--- src/rtl/bram2rgb_out.sv ---
// Scans a 4x-upscaled frame buffer out of BRAM as free-running RGB video with sync and data enable.
// Latency: two pclk from counter position to pixel; no backpressure, timing never stalls.
module bram2rgb_out #(
  parameter int ACTIVE_COLS = 320,
  parameter int ACTIVE_ROWS = 180,
  parameter int H_FP        = 110,
  parameter int H_SYNC      = 40,
  parameter int H_BP        = 220,
  parameter int V_FP        = 5,
  parameter int V_SYNC      = 5,
  parameter int V_BP        = 20
) (
  input  logic        pclk,
  input  logic        rst,
  input  logic        frame_ready,
  input  logic [23:0] bram_dout,
  output logic [15:0] bram_addr,
  output logic        bram_en,
  output logic        o_HSync,
  output logic        o_VSync,
  output logic        vde,
  output logic [7:0]  rgb_r,
  output logic [7:0]  rgb_g,
  output logic [7:0]  rgb_b,
  output logic        start_frame
);

  localparam int H_ACTIVE = 4 * ACTIVE_COLS;
  localparam int V_ACTIVE = 4 * ACTIVE_ROWS;
  localparam int H_TOTAL  = H_ACTIVE + H_FP + H_SYNC + H_BP;
  localparam int V_TOTAL  = V_ACTIVE + V_FP + V_SYNC + V_BP;
  localparam int HW       = $clog2(H_TOTAL);
  localparam int VW       = $clog2(V_TOTAL);

  localparam logic [HW-1:0] H_LAST = HW'(H_TOTAL - 1);
  localparam logic [HW-1:0] H_ACT  = HW'(H_ACTIVE);
  localparam logic [HW-1:0] HS_BEG = HW'(H_ACTIVE + H_FP);
  localparam logic [HW-1:0] HS_END = HW'(H_ACTIVE + H_FP + H_SYNC);
  localparam logic [VW-1:0] V_LAST = VW'(V_TOTAL - 1);
  localparam logic [VW-1:0] V_ACT  = VW'(V_ACTIVE);
  localparam logic [VW-1:0] VS_BEG = VW'(V_ACTIVE + V_FP);
  localparam logic [VW-1:0] VS_END = VW'(V_ACTIVE + V_FP + V_SYNC);
  localparam logic [15:0]   COLS   = 16'(ACTIVE_COLS);

  logic [HW-1:0] h_cnt;
  logic [VW-1:0] v_cnt;
  logic [15:0]   line_base;
  logic          frame_ok;
  logic          h_wrap, v_wrap;
  logic          hsync_raw, vsync_raw, active_raw, first_raw;
  logic [15:0]   pix_col;
  logic [1:0]    hs_d, vs_d, act_d, first_d;

  always_comb begin
    h_wrap     = (h_cnt == H_LAST);
    v_wrap     = (v_cnt == V_LAST);
    hsync_raw  = (h_cnt >= HS_BEG) && (h_cnt < HS_END);
    vsync_raw  = (v_cnt >= VS_BEG) && (v_cnt < VS_END);
    active_raw = (h_cnt < H_ACT) && (v_cnt < V_ACT);
    first_raw  = (h_cnt == '0) && (v_cnt == '0);
    pix_col    = 16'(h_cnt >> 2);
  end

  // Raster counters and the per-source-row base address (advances after every 4th line).
  always_ff @(posedge pclk or posedge rst) begin
    if (rst) begin
      h_cnt     <= '0;
      v_cnt     <= '0;
      line_base <= '0;
      frame_ok  <= 1'b0;
    end else begin
      if (h_wrap) begin
        h_cnt <= '0;
        if (v_wrap) begin
          v_cnt     <= '0;
          line_base <= '0;
        end else begin
          v_cnt <= v_cnt + VW'(1);
          if (v_cnt[1:0] == 2'd3 && v_cnt < V_ACT)
            line_base <= line_base + COLS;
        end
      end else begin
        h_cnt <= h_cnt + HW'(1);
      end
      if (h_wrap && v_wrap)
        frame_ok <= frame_ready;
    end
  end

  // Read issue; the address holds outside the active area.
  always_ff @(posedge pclk or posedge rst) begin
    if (rst) begin
      bram_en   <= 1'b0;
      bram_addr <= '0;
    end else begin
      bram_en <= active_raw;
      if (active_raw)
        bram_addr <= line_base + pix_col;
    end
  end

  // Timing delayed two stages so sync/vde line up with the returned pixel.
  always_ff @(posedge pclk or posedge rst) begin
    if (rst) begin
      hs_d    <= '0;
      vs_d    <= '0;
      act_d   <= '0;
      first_d <= '0;
      rgb_r   <= '0;
      rgb_g   <= '0;
      rgb_b   <= '0;
    end else begin
      hs_d    <= {hs_d[0], hsync_raw};
      vs_d    <= {vs_d[0], vsync_raw};
      act_d   <= {act_d[0], active_raw};
      first_d <= {first_d[0], first_raw};
      if (act_d[0] && frame_ok)
        {rgb_r, rgb_g, rgb_b} <= bram_dout;
      else
        {rgb_r, rgb_g, rgb_b} <= '0;
    end
  end

  assign o_HSync     = hs_d[1];
  assign o_VSync     = vs_d[1];
  assign vde         = act_d[1];
  assign start_frame = first_d[1];

endmodule

--- config.mk ---
export PLATFORM = sky130hd
export DESIGN_NAME = bram2rgb_out
export DESIGN_NICKNAME = d
export VERILOG_FILES = /design/src/rtl/bram2rgb_out.sv
export SDC_FILE = /design/constraint.sdc
export NUM_CORES = 1
export LEC_CHECK = 0
export ABC_AREA = 1
export CAP_MARGIN = 20
export CORE_MARGIN = 2
export CORE_UTILIZATION = 32
export CTS_BUF_LIST = sky130_fd_sc_hd__clkbuf_4
export CTS_CLUSTER_DIAMETER = 60
export DETAILED_ROUTE_END_ITERATION = 8
export GPL_TIMING_DRIVEN = 0
export SYNTH_ARGS = -nofsm -noshare
export SYNTH_HDL_FRONTEND = slang
export SYNTH_SLANG_ARGS = --single-unit
--- constraint.sdc ---
create_clock -name pclk -period 4.05 [get_ports pclk]
set_clock_uncertainty 0.2 [all_clocks]
set_input_delay 0.405 -clock pclk [delete_from_list [all_inputs] [get_ports pclk]]
set_output_delay 0.405 -clock pclk [all_outputs]
set_load 0.05 [all_outputs]
==> impl_metrics.csv <==
group,metric,value,unit
place,placed_cell_area,0.004815,mm2
finish,register_area,0.002002,mm2
synthesis,syn-num-nets,509,
routing,finalWirelength,8.742,mm
routing,vias,3242,
die,die-area,0.01305,mm2
finish,fin_util,41.23,%
setup_path,path_buf_inv,1,
die,pin_count,72,
sta,worst_slew_pin_slew,0.5614,ns
sta,tns,0,ns
global_routing,use_met2,22.18,%
die,start_util,32.52,%
clock_network,cts_htree_levels,3,
power_and_ir_drop,netSwitchingFraction,24.71,%
power_and_ir_drop,p_seq_share,59.1,%
finish,nFillCells,1193,
place,io_buffers,71,
synthesis,ys_ff_latch,80,
setup_path,r2r-start,"v_cnt[1]",
setup_path,endpoint_kind,"output pin",
setup_path,criticalPathCategory,"reg -> out",
power_and_ir_drop,total_leakage_power,2.440,nW
clock_network,cts_buffers,9,
global_routing,antenna_found_initial,0,
sta,report.final.setup_viol,0,
clock_network,clk_pin_slew_worst_paths,0.13,ns
job,max_cap_viol_count,0,
sta,fin_crit_sh,55.67,%
global_routing,grt_util_met3,2.594,%
global_routing,grt_use_total,14.37,%
hold_path,min_path_type,"in -> async",
routing,drt_first_pass_iters,4,
synthesis,ys_warn_count,0,
global_routing,met1_usage,19.78,%
sta,holdWs,0.06819,ns
power_and_ir_drop,p_per_area,279.1,mW/mm2
synthesis,synthCells,470,
setup_path,critPathLaunchType,"register",
synthesis,syn_area,0.003890,mm2
routing,vias_per_cell,4.612,
sta,max_freq,443.5,MHz
synthesis,synth_cell_types,29,
power_and_ir_drop,vdd_drop_max,0.08300,mV
finish,drive_above_1_share,7.194,%
power_and_ir_drop,power.switching,340.2,uW
setup_path,slowest_stage,"clkdlybuf4s50_1",
synthesis,syn_area_per_cell,8.277,um2
clock_network,clk_latency,0.43,ns
die,core-area,0.01196,mm2
clock_network,holdBufCountCts,0,
clock_network,cts-root-buf,"clkbuf_4",
routing,drc,0,
routing,avgRoutedWirePerCell,12.44,um
setup_path,crit_family,"buffers and inverters",
finish,area_delta_synth_final,26.79,%
sta,slew_headroom,62.46,%
power_and_ir_drop,clockPowerShare,31.9,%
status,run_status,"finished, final reports clean",
finish,num-nets-final,592,
global_routing,overflow,0,
clock_network,cts_tree,"built",
setup_path,worstSetupEndpoint,"bram_addr[5]",
clock_network,cts_resized,0,
global_routing,grt_pass1_vias,3228,
power_and_ir_drop,combPwrFrac,9.0,%
clock_network,cts_setup_buffers,0,
clock_network,cts_max_path_buffers,2,
setup_path,worstPathArrival,1.65,ns
finish,n_antenna_cell,0,
sta,drv_slew,0,
die,num_rows,40,
setup_path,cp.depth,1,
place,place_ws,2.117,ns
sta,finalHoldViolCount,0,
sta,final.min_clock_period,2.255,ns
setup_path,crit_fanout,2,
setup_path,ff2ff_setup_slack,2.08,ns
place,dpl.hpwl,6.510,mm
setup_path,worstReg2RegEnd,"line_base[8]",
global_routing,grt_pass1_wl,14.97,mm
synthesis,seq_area_frac_synth,51.46,%
routing,drtIter0Drc,145,
sta,fin_ws,1.795,ns
die,die_x,114.3,um
setup_path,crit_start,"bram_addr[5]",
setup_path,cp_data_required_time,3.44,ns
power_and_ir_drop,internal_power,1.037,mW
die,die_y,114.3,um
setup_path,r2r_cells,10,
setup_path,cp_cell_sequence,"clkdlybuf4s50_1",
sta,rsz0062_at_grt,"false",
global_routing,grt_max_degree,61,
finish,multiInputGateArea,0.001551,mm2
global_routing,grt_most_used_layer,"met2",
clock_network,clkSinkCount,80,
place,globalplace.congestion,0.8643,
setup_path,max_stage_delay,0.85,ns
finish,stdcell_area,0.004932,mm2
routing,ant_nets,0,
## placed cells by master (no fill, tap or decap), types with 9 or more instances in the layout
| master | instances |
|---|---|
| clkbuf_4 | 9 |
| o21ai_0 | 19 |
| nor2_1 | 57 |
| nand2_1 | 115 |
| nand4_1 | 16 |
| dfrtp_1 | 80 |
| inv_1 | 70 |
| clkdlybuf4s50_1 | 71 |
| nand3_1 | 40 |
| ha_1 | 12 |
## state kept, by name (all words and copies together), names as in the netlist, 8 cells and up
| name | count |
|---|---|
| rgb_r | 8 |
| h_cnt | 11 |
| rgb_b | 8 |
| bram_addr | 16 |
| rgb_g | 8 |
| line_base | 10 |
| v_cnt | 10 |
## Yosys cell counts (all sizes together)
cell    number  area [um2]
nand2      120       467.9
dfrtp       80        2002
inv         72       270.3
nor2        61       254.0
nand3       40       200.2
o21ai       32       182.7
nand4       16       100.1
ha          12       150.1
buf          7       50.05
xor2         7       61.31
a21oi        6       30.03
nor3         5       25.02
clkbuf       4       16.26
xnor2        3       26.28
nand3b       2       27.53
a21boi       1       7.510
nor3b        1       12.51
nor4         1       6.260
## layout make-up
class,count,share of cell area (%)
timing repair buffer,72,14.97
clock buffer,9,1.370
multi-input combinational,307,31.46
sequential,80,40.59
tap,147,3.729
clock inverter,5,1.015
inverter,72,5.530
buffer,11,1.344
## power groups by stage
stage | Clock (mW) | Combinational [mW] | Sequential [mW]
floorplan | 0 | 0.0211 | 0.874
global placement | 0 | 0.121 | 0.829
detailed placement | 0 | 0.126 | 0.829
CTS | 0.457 | 0.127 | 0.814
global route | 0.492 | 0.133 | 0.815
finish | 0.439 | 0.124 | 0.813
## cell families after synthesis
logic type               count (synthesis)  share of synthesized area (%)
buffers and inverters                   83                          8.652
flip-flops                              80                          51.46
AND/OR/NAND/NOR                        246                          28.11
AO/OA/AOI/OAI                           39                          5.661
XOR/XNOR                                10                          2.252
adder cells (fa/ha/maj)                 12                          3.860
## worst min path at each step
stage	to	slack, ns	cells past startpoint
after detailed placement	hs_d[1]	0.13	0
after global placement	vs_d[1]	0.13	0
final	rgb_g[3]	0.07	2
after CTS	rgb_g[3]	0.06	2
after floorplan	first_d[1]	0.13	0
after global routing	rgb_g[0]	0.07	2
## layer usage
metal | vias up | share of wire, %
met5 | - | 0
met4 | 0 | 2.1
met3 | 14 | 5.5
met2 | 94 | 44
met1 | 1493 | 49
li1 | 1641 | -
## per-stage QoR
| step | power, mW | instances |
|---|---|---|
| 2_1_floorplan | 0.8947 | 470 |
| 5_1_grt | 1.440 | 703 |
| 4_1_cts | 1.397 | 703 |
| 3_5_place_dp | 0.9553 | 689 |
| 3_3_place_gp | 0.9499 | 688 |
| 6_report | 1.377 | 703 |
Note: power is estimated with default switching activity, not from simulation.
